### config.mk
export PLATFORM = sky130hd
export DESIGN_NAME = if_fetch_stage
export DESIGN_NICKNAME = d
export VERILOG_FILES = /design/src/rtl/mips_pkg.sv /design/src/rtl/pc_next_sel.sv /design/src/rtl/if_fetch_stage.sv
export SDC_FILE = /design/constraint.sdc
export NUM_CORES = 1
export LEC_CHECK = 0
export ABC_AREA = 1
export CAP_MARGIN = 0
export CORE_MARGIN = 5
export CORE_UTILIZATION = 35
export CTS_CLUSTER_DIAMETER = 30
export DETAILED_ROUTE_END_ITERATION = 6
export PLACE_DENSITY_LB_ADDON = 0.15
export SETUP_SLACK_MARGIN = 0.5
export SLEW_MARGIN = 20
export SYNTH_ARGS = -nofsm -noshare
export SYNTH_HDL_FRONTEND = slang
export SYNTH_SLANG_ARGS = --single-unit
### constraint.sdc
create_clock -name clk -period 2 [get_ports clk]
set_input_delay 0.3 -clock clk [delete_from_list [all_inputs] [get_ports clk]]
set_output_delay 0.3 -clock clk [all_outputs]
set_load 0.02 [all_outputs]
### src/rtl/mips_pkg.sv
// Shared constants and next-PC select encoding for the MIPS pipeline front end.
package mips_pkg;

   localparam logic [31:0] RESET_PC   = 32'h8000_0000;
   localparam logic [31:0] IRQ_VECTOR = 32'h8000_0004;
   localparam logic [31:0] EXC_VECTOR = 32'h8000_0008;
   localparam logic [31:0] NOP_WORD   = 32'h0000_0000;

   typedef enum logic [2:0] {
      PCSEL_SEQ,
      PCSEL_BR,
      PCSEL_EXC,
      PCSEL_JR,
      PCSEL_J,
      PCSEL_IRQ,
      PCSEL_HOLD
   } pcsel_e;

   function automatic logic is_redirect(input pcsel_e sel);
      return (sel != PCSEL_SEQ) && (sel != PCSEL_HOLD);
   endfunction

endpackage

### src/rtl/pc_next_sel.sv
// Combinational next-PC priority mux for the fetch stage.
module pc_next_sel
   import mips_pkg::*;
#(
   parameter logic [31:0] IRQ_VEC = IRQ_VECTOR,
   parameter logic [31:0] EXC_VEC = EXC_VECTOR
) (
   input  logic [31:0] addr,
   input  logic [3:0]  ifid_pc4_hi,
   input  logic        stall,
   input  logic        branch_taken,
   input  logic [31:0] branch_target,
   input  logic        exception,
   input  logic        jumpreg,
   input  logic [31:0] jumpreg_target,
   input  logic        jump,
   input  logic [25:0] jump_target,
   input  logic        irq,
   output pcsel_e      sel,
   output logic [31:0] next_pc
);

   always_comb begin
      sel     = PCSEL_SEQ;
      next_pc = addr + 32'd4;
      if (branch_taken) begin
         sel     = PCSEL_BR;
         next_pc = branch_target;
      end else if (exception) begin
         sel     = PCSEL_EXC;
         next_pc = EXC_VEC;
      end else if (jumpreg && !stall) begin
         // user code cannot raise the kernel bit through a register jump
         sel     = PCSEL_JR;
         next_pc = {jumpreg_target[31] & addr[31], jumpreg_target[30:0]};
      end else if (jump && !stall) begin
         sel     = PCSEL_J;
         next_pc = {ifid_pc4_hi, jump_target, 2'b00};
      end else if (irq && !addr[31] && !stall) begin
         sel     = PCSEL_IRQ;
         next_pc = IRQ_VEC;
      end else if (stall) begin
         sel     = PCSEL_HOLD;
         next_pc = addr;
      end
   end

endmodule

### src/rtl/if_fetch_stage.sv
// MIPS instruction-fetch stage: PC register, IF/ID register, EPC capture.
// Optional IF_PERF_CNT_EN adds Fetch_Count / Stall_Count outputs.
module if_fetch_stage
   import mips_pkg::*;
#(
   parameter logic [31:0] RST_PC  = RESET_PC,
   parameter logic [31:0] IRQ_VEC = IRQ_VECTOR,
   parameter logic [31:0] EXC_VEC = EXC_VECTOR,
   parameter logic [31:0] NOP     = NOP_WORD
) (
   input  logic        clk,
   input  logic        reset,
   input  logic [31:0] Instruction,
   input  logic        IF_Stall,
   input  logic        IF_Flush,
   input  logic        Branch_Taken,
   input  logic [31:0] Branch_Target,
   input  logic        Jump,
   input  logic [25:0] Jump_Target,
   input  logic        JumpReg,
   input  logic [31:0] JumpReg_Target,
   input  logic        Exception,
   input  logic        IRQ,
`ifdef IF_PERF_CNT_EN
   output logic [31:0] Fetch_Count,
   output logic [31:0] Stall_Count,
`endif
   output logic [31:0] Address,
   output logic [31:0] IFID_Instruction,
   output logic [31:0] IFID_PC_plus4,
   output logic        IFID_Valid,
   output logic        Irq_Taken,
   output logic [31:0] EPC
);

   logic [31:0] pc_q, pc_d, ins_q, ins_d, pc4_q, pc4_d, epc_q, epc_d;
   logic        vld_q, vld_d, irq_tk_q, irq_tk_d;
   logic [31:0] next_pc, seq_pc;
   logic        squash, load;
   pcsel_e      sel;

   pc_next_sel #(.IRQ_VEC(IRQ_VEC), .EXC_VEC(EXC_VEC)) u_sel (
      .addr           (pc_q),
      .ifid_pc4_hi    (pc4_q[31:28]),
      .stall          (IF_Stall),
      .branch_taken   (Branch_Taken),
      .branch_target  (Branch_Target),
      .exception      (Exception),
      .jumpreg        (JumpReg),
      .jumpreg_target (JumpReg_Target),
      .jump           (Jump),
      .jump_target    (Jump_Target),
      .irq            (IRQ),
      .sel            (sel),
      .next_pc        (next_pc)
   );

   assign seq_pc = pc_q + 32'd4;
   assign squash = is_redirect(sel) || IF_Flush;
   assign load   = (sel != PCSEL_HOLD);

   always_comb begin
      pc_d     = next_pc;
      ins_d    = ins_q;
      pc4_d    = pc4_q;
      vld_d    = vld_q;
      epc_d    = epc_q;
      irq_tk_d = (sel == PCSEL_IRQ);
      // flush wins over stall, so a squash rewrites IF/ID even while PC holds
      if (squash) begin
         ins_d = NOP;
         pc4_d = seq_pc;
         vld_d = 1'b0;
      end else if (load) begin
         ins_d = Instruction;
         pc4_d = seq_pc;
         vld_d = 1'b1;
      end
      if (sel == PCSEL_EXC)      epc_d = pc4_q;
      else if (sel == PCSEL_IRQ) epc_d = pc_q;
   end

   always_ff @(posedge clk or negedge reset) begin
      if (!reset) begin
         pc_q     <= RST_PC;
         ins_q    <= NOP;
         pc4_q    <= '0;
         vld_q    <= 1'b0;
         epc_q    <= '0;
         irq_tk_q <= 1'b0;
      end else begin
         pc_q     <= pc_d;
         ins_q    <= ins_d;
         pc4_q    <= pc4_d;
         vld_q    <= vld_d;
         epc_q    <= epc_d;
         irq_tk_q <= irq_tk_d;
      end
   end

`ifdef IF_PERF_CNT_EN
   logic [31:0] fcnt_q, fcnt_d, scnt_q, scnt_d;

   always_comb begin
      fcnt_d = fcnt_q + {31'd0, (load && !squash)};
      scnt_d = scnt_q + {31'd0, (sel == PCSEL_HOLD)};
   end

   always_ff @(posedge clk or negedge reset) begin
      if (!reset) begin
         fcnt_q <= '0;
         scnt_q <= '0;
      end else begin
         fcnt_q <= fcnt_d;
         scnt_q <= scnt_d;
      end
   end

   assign Fetch_Count = fcnt_q;
   assign Stall_Count = scnt_q;
`endif

   assign Address          = pc_q;
   assign IFID_Instruction = ins_q;
   assign IFID_PC_plus4    = pc4_q;
   assign IFID_Valid       = vld_q;
   assign Irq_Taken        = irq_tk_q;
   assign EPC              = epc_q;

endmodule

==> metrics.md, run 1 <==
| Metric | Value |
|---|---|
| Outcome | `completed` |
| H-tree levels | `4` |
| Antenna violations before repair | `0` |
| Root Driver | `clkbuf_16` |
| Crit path max fanout | `6` |
| Setup WS pre-CTS | `-0.0549 ns` |
| Setup CP Type | `flip-flop to flip-flop` |
| Crit path max-delay family | `flip-flops` |
| Antenna-violating nets left | `0` |
| Antenna cells | `0` |
| Final setup fails | `0` |
| Pins Over Slew Limit | `0` |
| Avg Synthesized Cell Area | `7.07 um2` |
| Final worst path period share | `92.1%` |
| Final GP Congestion | `0.894` |
| NumNets Final | `1504` |
| Tot Pwr | `9510 uW` |
| Placeable Area | `20200 um2` |
| Worst setup EP type | `flip-flop` |
| GRT overflow | `0` |
| Register area share after synthesis | `45.3%` |
| Clk_skew | `0.0107 ns` |
| Metal2 WL | `14.0 mm` |
| CP most frequent cell | `buf_6` |
| Cell area power density | `750 nW/um2` |
| Top routing layer in use | `met4` |
| Cell count after synthesis | `1016` |
| Number of max-cap violations | `0` |
| F_max | `0.543 GHz` |
| Worst Path Required | `2.31 ns` |
| Largest net degree at the start of global routing | `61` |
| Initial core utilization | `35.5%` |
| Cell area after synthesis | `7190 um2` |
| Iteration-0 DRC Markers | `820` |
| Tmin final | `1.84 ns` |
| First-pass DRT Iterations | `7` |
| Die X-Extent | `153 um` |
| Worst vdd ir | `499 uV` |
| Post-Syn Nets | `1148` |
| First-pass GRT wire length | `43.4 mm` |
| Synth Warn # | `0` |
| Hold/Removal Path Class | `input pin to flip-flop` |
| Buffers & Inverters on Critical Path | `3` |
| Layout cells sized above 1 | `28.0%` |
| DR vias | `8420` |
| CTS tree | `built` |
| Bufs on Longest Clock Path | `2` |
| Leakage | `0.00632 uW` |
| P&R area growth vs syn | `76.4%` |
| Reg clk slew, reported paths | `0.06 ns` |
| Sequence of cells on the critical path | `inv_2, nand2_2, nand2_4, o21ai_4, nand3_4, buf_6, buf_6, o211ai_1, nand2_1` |
| Metal-1 WL | `13.3 mm` |
| FP Rows | `52` |
| Port-buffer cells | `260` |
| CP arrival | `2.15 ns` |
| Routed WL | `30.4 mm` |
| Yosys reg bits | `130` |
| Hold Fails Final Rpt | `0` |
| Gr usage total | `23.2%` |
| Slowest cell delay on critical path | `0.54 ns` |
| RSZ-0062 raised after global routing | `true` |
| Number of CTS-inserted buffers | `17` |
| Netlist cell types | `32` |
| Max_slew headroom | `61.8%` |
| Die area | `23500 um2` |
| Boundary pin count | `261` |
| Vias/cell | `5.09` |
| CP max-delay cell | `dfstp_2` |
| CTS sink cnt | `130` |
| DR WL/cell | `18.4 um` |
| Vias in the first global route | `7731` |
| Met3 wire len | `2.53 mm` |
| Die H | `153 um` |
| Actual slew at the worst max-slew pin | `0.573 ns` |
| Final worst slack | `0.157 ns` |
| Crit start category | `flip-flop` |
| Drt drc | `0` |
| Clk_lat worst skew | `0.43 ns` |
| Final HPWL DP | `20.4 mm` |
## cells in the mapped netlist
master    instances  share of area (%)
o21ai_0          56                3.9
nor2_2            4               0.35
nand2_2           3               0.26
nand4_1           1              0.087
a21oi_1          51                3.6
inv_1            80                4.2
nand3_2           1               0.14
clkbuf_1         20                1.0
nor2_4            1               0.16
and2_1            1              0.087
dfstp_2           1               0.37
a31oi_1           5               0.44
nand3_1         134                9.3
nand2_1         365                 19
o211ai_1         24                2.5
nand2_4           1               0.16
xnor2_1           2               0.24
o21ai_2           1               0.12
inv_2             7               0.37
o21ai_1           2               0.14
o21bai_1          4               0.42
buf_1             7               0.37
o21a_1            1               0.10
a221oi_1          1               0.12
o221ai_1          1               0.12
buf_2            16                1.1
dfrtp_1         129                 45
ha_1              1               0.17
buf_4            11                1.1
xor2_1            4               0.49
a22oi_1           6               0.63
nor2_1           75                3.9
## timing repair
item | in CTS | in global routing
endpoints found under the setup margin | 238 | 151
hold endpoints to repair | 47 | 0
pin swaps | 29 | 70
setup buffers | 37 | 37
cloned | 5 | 7
hold buffers | 1 | 0
resized for setup | 312 | 187
## area by class of cell
type / instances / area (um2)
clock inverter: 14 / 178
sequential: 130 / 3290
clock buffer: 18 / 439
multi-input combinational: 745 / 4090
inverter: 87 / 343
timing repair buffer: 391 / 4010
tap: 270 / 338
fill: 1735 / 7550
## power by group
group          leakage (uW)  internal, uW  total [uW]  switching (uW)
clock network      0.000290          2010        3310            1290
registers           0.00161          2970        3270             307
logic               0.00442          1310        2930            1620
## state kept, by name, indices dropped and copies added (netlist names)
register          cells
IFID_PC_plus4        32
IFID_Valid            1
EPC                  32
IFID_Instruction     32
Irq_Taken             1
Address              32
## kinds of logic (layout without fill, tap and decap cells)
| group | after synthesis | in the layout | share of synthesized area, % |
|---|---|---|---|
| and+or+nand+nor | 586 | 586 | 33.5 |
| xor gates and xnor gates | 6 | 6 | 0.731 |
| adders and majority gates | 1 | 1 | 0.174 |
| AOI/OAI and AO/OA | 152 | 152 | 12.0 |
| DFF | 130 | 130 | 45.3 |
| buffers and inverters | 141 | 510 | 8.22 |
## routing by layer
layer	vias up	global-route usage [%]
li1	4009	-
met1	3957	33.1
met2	400	34.8
met3	54	6.08
met4	0	6.53
met5	-	0
## stage by stage
| stage | std cells | utilization (%) | TNS, ns | hold slack [ns] | instance area, um2 |
|---|---|---|---|---|---|
| after floorplan | 1016 | - | 0 | 0.00441 | 7270 |
| final | 1655 | 62.7 | 0 | 0.406 | 12700 |
| after CTS | 1611 | 57.6 | 0 | 0.417 | 11700 |
| after detailed placement | 1536 | 51.3 | -0.835 | 0.308 | 10400 |
| after global routing | 1655 | 62.7 | 0 | 0.432 | 12700 |
| after global placement | 1536 | 51.3 | 0 | 0.319 | 10400 |
## final timing paths
kind / startpoint / to / slack, ns / cells after the start
setup / recovery: Address[31] / EPC[8] / 0.16 / 9
hold / removal: Branch_Taken / Address[31] / 0.41 / 7
setup reg to reg: Address[31] / EPC[8] / 0.16 / 9
hold reg to reg: IFID_Instruction[14] / IFID_Instruction[14] / 0.47 / 2
max in group asynchronous: reset / IFID_PC_plus4[30] / 0.87 / 3
min in group asynchronous: reset / Address[0] / 0.44 / 2
## worst min-delay path, cell delays in order
cell and delay (ns):
dlymetal6s2s_1 0.11, inv_2 0.07, nand2_4 0.10, a31oi_1 0.07, nand2_1 0.06, nand2_1 0.04, nand2_1 0.05
## cell usage in the layout (no fill, tap or decap), drive strengths merged, types with 2 or more instances in the layout
| cell | count |
|---|---|
| nand2 | 369 |
| buf | 136 |
| nand3 | 135 |
| dfrtp | 129 |
| clkdlybuf4s50 | 126 |
| inv | 90 |
| dlygate4sd2 | 80 |
| nor2 | 80 |
| o21ai | 59 |
| a21oi | 51 |
| clkdlybuf4s15 | 32 |
| clkbuf | 31 |
| o211ai | 24 |
| a22oi | 6 |
| clkinvlp | 5 |
| a31oi | 5 |
| o21bai | 4 |
| xor2 | 4 |
| bufinv | 3 |
| dlymetal6s2s | 3 |
| clkinv | 3 |
| xnor2 | 2 |
Power figures use the tool's default switching activity.
==> run 2, diff against run 1 <==
ABC_CLOCK_PERIOD_IN_PS = 2000   (was not set)
GPL_ROUTABILITY_DRIVEN = 0   (was not set)
==> run 2 against run 1 <==
  * Clock power decreased by 9.4%
  * Via count rose by 2.2%
  * Largest cell class unchanged
  * Core utilization grew 3.3 points
  * Final cell count increased by 0.24%
  * Routed wire length is 4.0% higher
  * First-iteration DRC count fell by 21%
  * Sequential share of layout area fell by 1.3 points
  * Critical path type unchanged
  * Global-route usage rose by 1.7 points
  * Sequential cell count unchanged
  * Non-clock buffer count grew 4
  * Highest routed layer is now met5
  * Register-to-register slack hardly changed
==> metrics.md, run 2 (synthesized netlist as in run 1, its figures left out) <==
| Metric | Value |
|---|---|
| Met1 Use GR | `33.9%` |
| Hold Fails Final Rpt | `0` |
| First-pass GRT wire length | `46.1 mm` |
| CP max-delay cell | `dfstp_2` |
| Reg clk slew, reported paths | `0.06 ns` |
| Clk_skew | `0.00750 ns` |
| Max_slew headroom | `61.9%` |
| Worst vdd ir | `528 uV` |
| WHS | `0.425 ns` |
| GR Util met2 | `39.2%` |
| Vias/cell | `5.19` |
| Buffers & Inverters on Critical Path | `6` |
| Sw power | `3430 uW` |
| Comb pwr share | `33.7%` |
| Setup TNS | `0 ns` |
| FP Rows | `52` |
| RSZ-0062 raised after global routing | `true` |
| Antenna cells | `0` |
| Root Driver | `clkbuf_16` |
| Crit path max fanout | `6` |
| Sequence of cells on the critical path | `inv_4, nand2_4, nand2_4, buf_4, buf_6, nand2_8, buf_8, buf_6, buf_16, nand2_4, nand3_2, nand2_2, a22oi_2` |
| Global Route met3 Usage | `5.91%` |
| Antenna-violating nets left | `0` |
| First-pass DRT Iterations | `5` |
| F_max | `0.544 GHz` |
| Most common cell after layout, fill and taps aside | `nand2_1` |
| Int Power | `6050 uW` |
| Final worst path period share | `91.9%` |
| Outcome | `completed` |
| Leakage | `0.00646 uW` |
| Crit start category | `flip-flop` |
| Placed cell count | `1534` |
| Hold/Removal Path Class | `input pin to asynchronous set/reset pin` |
| Tot Pwr | `9470 uW` |
| Layout cells sized above 1 | `34.0%` |
| Initial core utilization | `35.5%` |
| Final HPWL DP | `20.4 mm` |
| Slowest cell delay on critical path | `0.55 ns` |
| Actual slew at the worst max-slew pin | `0.571 ns` |
| NumNets Final | `1508` |
| Die X-Extent | `153 um` |
| CTS tree | `built` |
| Antenna violations before repair | `1` |
| Part of the power in registers | `34.6%` |
| Finished Cell Area | `13400 um2` |
| Vias in the first global route | `8042` |
| CP arrival | `2.18 ns` |
| Bufs on Longest Clock Path | `2` |
| Non-filler cells, final | `1659` |
| Cell Area, Placed | `10400 um2` |
| Port-buffer cells | `260` |
| R2R Path Start | `Address[31]` |
| Worst Setup SP | `Address[31]` |
| Sw Share | `36.2%` |
| GRT overflow | `0` |
| Iteration-0 DRC Markers | `649` |
| Tmin final | `1.84 ns` |
| Number of max-cap violations | `0` |
| Critical path depth | `13` |
| Clock power share | `31.7%` |
| Cell area power density | `710 nW/um2` |
| Most crowded layer after global routing | `met2` |
| Die area | `23500 um2` |
| Final setup fails | `0` |
| DR vias | `8607` |
| P&R area growth vs syn | `85.8%` |
| Clk_lat worst skew | `0.43 ns` |
| Worst Path Required | `2.34 ns` |
| Drt drc | `0` |
| H-tree levels | `4` |
| Placeable Area | `20200 um2` |
| Most frequent cells in the layout | `293 x nand2_1, 129 x clkdlybuf4s50_1, 103 x dfrtp_1` |
| Setup CP Type | `flip-flop to flip-flop` |
| Gr usage total | `24.8%` |
| CTS sink cnt | `130` |
| CP most frequent cell | `nand2_4` |
| Boundary pin count | `261` |
| Worst setup EP type | `flip-flop` |
| Pins Over Slew Limit | `0` |
| Routed WL | `31.6 mm` |
| DR WL/cell | `19.1 um` |
| Number of CTS-inserted buffers | `17` |
| Die H | `153 um` |
| FF-to-FF path depth | `13` |
| Largest net degree at the start of global routing | `58` |
| Crit path max-delay family | `buffers and inverters` |
-- run 2: cell types whose count changed in the layout (fill, tap and decap cells not counted), moves of 5 or more --
cell,previous run,this run
clkbuf_16,24,19
nand3_2,32,66
nand2_1,318,293
nand3_4,8,18
o21ai_2,3,9
buf_12,15,24
o21ai_0,42,33
nand2_2,41,52
nand2_4,8,21
buf_16,4,18
nand3_1,95,51
dlygate4sd2_1,80,73
buf_6,39,25
-- run 2: cell type report --
cell class / count / area (um2)
well taps: 270 / 338
clock inverters: 15 / 141
repair buffers: 395 / 4260
flip-flops and latches: 130 / 3290
clock buffers: 17 / 425
fillers: 1595 / 6880
multi-input cells: 745 / 4550
inverters: 87 / 347
-- run 2: per-stage QoR --
| stage | util [%] | worst slack [ns] |
|---|---|---|
| final | 66.0 | 0.163 |
| after CTS | 61.4 | 0.250 |
| after detailed placement | 51.4 | -0.0293 |
| after floorplan | - | 0.327 |
| after global routing | 66.0 | 0.100 |
| after global placement | 51.4 | 0.0260 |
-- run 2: metal layers --
layer	wire [um]	vias up
met5	13	-
met4	869	2
met3	2650	71
met2	14700	451
met1	13400	4058
li1	-	4025
-- run 2: repair_timing --
item,in CTS,in global routing
hold buffers,1,0
pin swaps,70,99
hold endpoints to repair,53,0
gates resized for setup,403,220
gates cloned,18,2
setup endpoints to repair,241,155
buffers inserted,51,21
-- run 2: worst paths after layout --
kind | endpoint | slack, ns
worst max-delay path | Address[8] | 0.16
worst min-delay path | IFID_Instruction[3] | 0.43
worst max register to register | Address[8] | 0.16
worst min register to register | IFID_Instruction[1] | 0.47
max in group asynchronous | Address[31] | 0.87
min in group clk | IFID_Instruction[18] | 0.43
-- run 2: power by group through the flow --
| stage | clock (uW) | sequential (uW) | combinational, uW |
|---|---|---|---|
| finish | 3000 | 3280 | 3190 |
| global route | 3160 | 3320 | 3390 |
| CTS | 3040 | 3260 | 2850 |
| detailed placement | 0 | 3330 | 2520 |
| global placement | 0 | 3320 | 2500 |
| floorplan | 0 | 3630 | 786 |
==> run 3, diff against run 2 <==
CELL_PAD_IN_SITES_DETAIL_PLACEMENT = 1   (was not set)
CELL_PAD_IN_SITES_GLOBAL_PLACEMENT = 1   (was not set)
CORE_UTILIZATION = 33   (was 35)
SKIP_LAST_GASP = 1   (was not set)
SYNTH_HIERARCHICAL = 1   (was not set)
==> run 3 against run 2 <==
  * Final cell count rose by 8.6%
  * Combinational power is 12% lower
  * Highest routed layer unchanged
  * Non-clock buffer count is 25 higher
  * Area after synthesis increased by 8.8%
  * Die area increased by 14%
  * Critical endpoint is now EPC[16]
  * Sequential share of layout area is 0.66 points lower
  * Hold slack got worse by 0.063 ns
==> metrics.md, run 3 <==
| Metric | Value |
|---|---|
| P&R area growth vs syn | `75.7%` |
| Part of the power in registers | `34.8%` |
| CP arrival | `2.18 ns` |
| Worst Setup SP | `Address[31]` |
| Number of CTS-inserted buffers | `17` |
| NumNets Final | `1602` |
| Pins Over Slew Limit | `0` |
| Yosys reg bits | `130` |
| Die X-Extent | `164 um` |
| Routed WL | `35.3 mm` |
| Sequence of cells on the critical path | `inv_2, nand3_2, nor2_1, o21ai_1, nand2_2, inv_2, nand3_4, buf_12, buf_16, o21ai_2, nand2_1` |
| Buffers & Inverters on Critical Path | `4` |
| Actual slew at the worst max-slew pin | `0.433 ns` |
| Sw power | `3190 uW` |
| Clk_lat worst skew | `0.43 ns` |
| Outcome | `completed` |
| Ys flop type | `dfrtp_1` |
| Util after Layout | `58.7%` |
| H-tree levels | `4` |
| Avg Synthesized Cell Area | `7.25 um2` |
| Post-synth EDFFs | `0` |
| Final HPWL DP | `23.6 mm` |
| Largest net degree at the start of global routing | `40` |
| GRT overflow | `0` |
| Slowest cell delay on critical path | `0.55 ns` |
| Synth area leaders | `dfrtp_1 41%, nand2_1 17%, nand3_1 8.0%, o21ai_0 5.4%, inv_1 4.8%` |
| Final worst slack | `0.117 ns` |
| Iteration-0 DRC Markers | `507` |
| Boundary pin count | `261` |
| Tmin final | `1.88 ns` |
| Sw Share | `34.6%` |
| Most frequent cells in the layout | `339 x nand2_1, 129 x clkdlybuf4s50_1, 101 x buf_4` |
| CTS sink cnt | `130` |
| R2R Path Start | `Address[31]` |
| Die H | `164 um` |
| Commonest cells post-synth | `358 x nand2_1, 129 x dfrtp_1, 125 x nand3_1` |
| Antenna-violating nets left | `0` |
| Netlist cell types | `36` |
| Setup WS pre-CTS | `-0.224 ns` |
| Worst Path Required | `2.30 ns` |
| FF-to-FF path depth | `11` |
| Most numerous cell in the Yosys netlist | `nand2_1` |
| Layout cells sized above 1 | `28.8%` |
| Fill cell count | `2811` |
| Most common cell after layout, fill and taps aside | `nand2_1` |
| F_max | `0.531 GHz` |
| Crit start category | `flip-flop` |
| Synth Warn # | `6` |
| Worst vdd ir | `403 uV` |
| Reg clk slew, reported paths | `0.07 ns` |
| Antenna cells | `0` |
| Final worst path period share | `94.2%` |
| RSZ-0062 raised after global routing | `true` |
| CP most frequent cell | `inv_2` |
| Cell area after synthesis | `7820 um2` |
| Port-buffer cells | `260` |
| Vias in the first global route | `9176` |
| Leading area contributor after synthesis | `dfrtp_1` |
| Clock power share | `34.9%` |
| CTS tree | `built` |
| CP max-delay cell | `dfstp_2` |
| Max_slew headroom | `70.9%` |
| Critical path depth | `11` |
| First-pass GRT wire length | `49.9 mm` |
| Cell Area, Placed | `11400 um2` |
| Gr usage total | `23.6%` |
| Number of max-cap violations | `0` |
| Clk_skew | `0.0149 ns` |
| Drt drc | `0` |
| Crit path max-delay family | `flip-flops` |
| Crit path max fanout | `7` |
| Reg-to-Reg End | `EPC[16]` |
| Comb pwr share | `30.3%` |
| Hold/Removal Path Class | `input pin to asynchronous set/reset pin` |
| Post-Syn Nets | `1211` |
| Root Driver | `clkbuf_16` |
| Leakage | `0.00740 uW` |
| Critical Path End | `EPC[16]` |
| First-pass DRT Iterations | `5` |
| Die area | `26900 um2` |
| DR vias | `9127` |
| Vias/cell | `5.07` |
| Cell count after synthesis | `1078` |
| Synth async-reset ratio | `100%` |
| Placeable Area | `23400 um2` |
| Final setup fails | `0` |
| Cell area power density | `671 nW/um2` |
| Register area share after synthesis | `41.6%` |
| Worst setup EP type | `flip-flop` |
| Finished Cell Area | `13700 um2` |
| Antenna violations before repair | `3` |
| DR WL/cell | `19.6 um` |
| Initial core utilization | `33.4%` |
| Int Power | `6030 uW` |
| FP Rows | `56` |
| R2R setup slack | `0.12 ns` |
| Synth top area share | `41.3%` |
| Hold Fails Final Rpt | `0` |
| Bufs on Longest Clock Path | `2` |
| Setup CP Type | `flip-flop to flip-flop` |
## run 3: cell count changes after synthesis, sizes merged, moves of 4 or more
cell / delta
nor2: +12
inv: +19
a21oi: -42
a22oi: -6
o21ai: +46
nand4: +9
nand3: -5
a32o: +32
o211ai: -19
nor3: +4
## run 3: through the flow
stage          std cells  hold WS [ns]  TNS [ns]  total power, uW
3_3_place_gp        1680         0.254    -10.17             5610
3_5_place_dp        1680         0.250    -14.65             5660
5_1_grt             1801         0.396         0             9620
2_1_floorplan       1078       0.00441         0             4290
6_report            1801         0.363         0             9220
4_1_cts             1761         0.365         0             9050
## run 3: area by class of cell
cell class,instances,area (um2),share of cell area (%)
clock inverter,15,166,1.21
clock buffer,17,425,3.10
inverter,107,429,3.12
multi-input combinational,793,4510,32.8
sequential,130,3290,24.0
timing repair buffer,420,4510,32.9
tap,319,399,2.91
## run 3: worst reg2reg max path, stage by stage, from the launching register on
cell     delay (ns)
dfstp_2        0.55
inv_2          0.06
nand3_2        0.07
nor2_1         0.05
o21ai_1        0.15
nand2_2        0.11
inv_2          0.08
nand3_4        0.14
buf_12         0.19
buf_16         0.15
o21ai_2        0.12
nand2_1        0.09
## run 3: power by group through the flow
stage	registers (uW)	logic [uW]	clock network, uW
3_3_place_gp	3300	2310	0
5_1_grt	3250	2990	3380
2_1_floorplan	3560	729	0
6_report	3210	2800	3220
3_5_place_dp	3310	2360	0
4_1_cts	3220	2580	3250
## run 3: kinds of logic (layout without fill, tap and decap cells)
logic type               count (synthesis)  count (layout)  synth area share (%)
flip-flops                             130             130                  41.6
adder cells (fa/ha/maj)                  2               2                 0.320
AND/OR/NAND/NOR                        611             614                  34.6
AO/OA/AOI/OAI                          169             169                  13.5
buffers and inverters                  158             559                  9.01
XOR/XNOR                                 8               8                 0.896
## run 3: worst min path at each step
stage	slack (ns)	startpoint	to	depth (start not counted)
2_1_floorplan	0.004	reset	Address[0]	0
3_3_place_gp	0.25	reset	IFID_Instruction[12]	1
3_5_place_dp	0.25	reset	IFID_Instruction[12]	1
4_1_cts	0.37	reset	IFID_Instruction[12]	2
5_1_grt	0.40	reset	IFID_Instruction[12]	2
6_report	0.36	reset	IFID_Instruction[10]	2
## run 3: routing by layer
layer  wire length (um)  vias up  GRT usage [%]  share of wire [%]
li1                   -     4335              -                  -
met1              14500     4467           29.6                 41
met2              18000      265           41.9                 51
met3               2090       54           4.54                5.9
met4                663        6           5.60                1.9
met5                 34        -              0              0.096
## run 3: timing repair
action | CTS | global route
gates cloned | 2 | 7
hold buffers | 1 | 0
endpoints found under the setup margin | 251 | 240
setup buffers | 46 | 33
hold endpoints to repair | 33 | 0
pin swaps | 14 | 71
resized for setup | 202 | 264
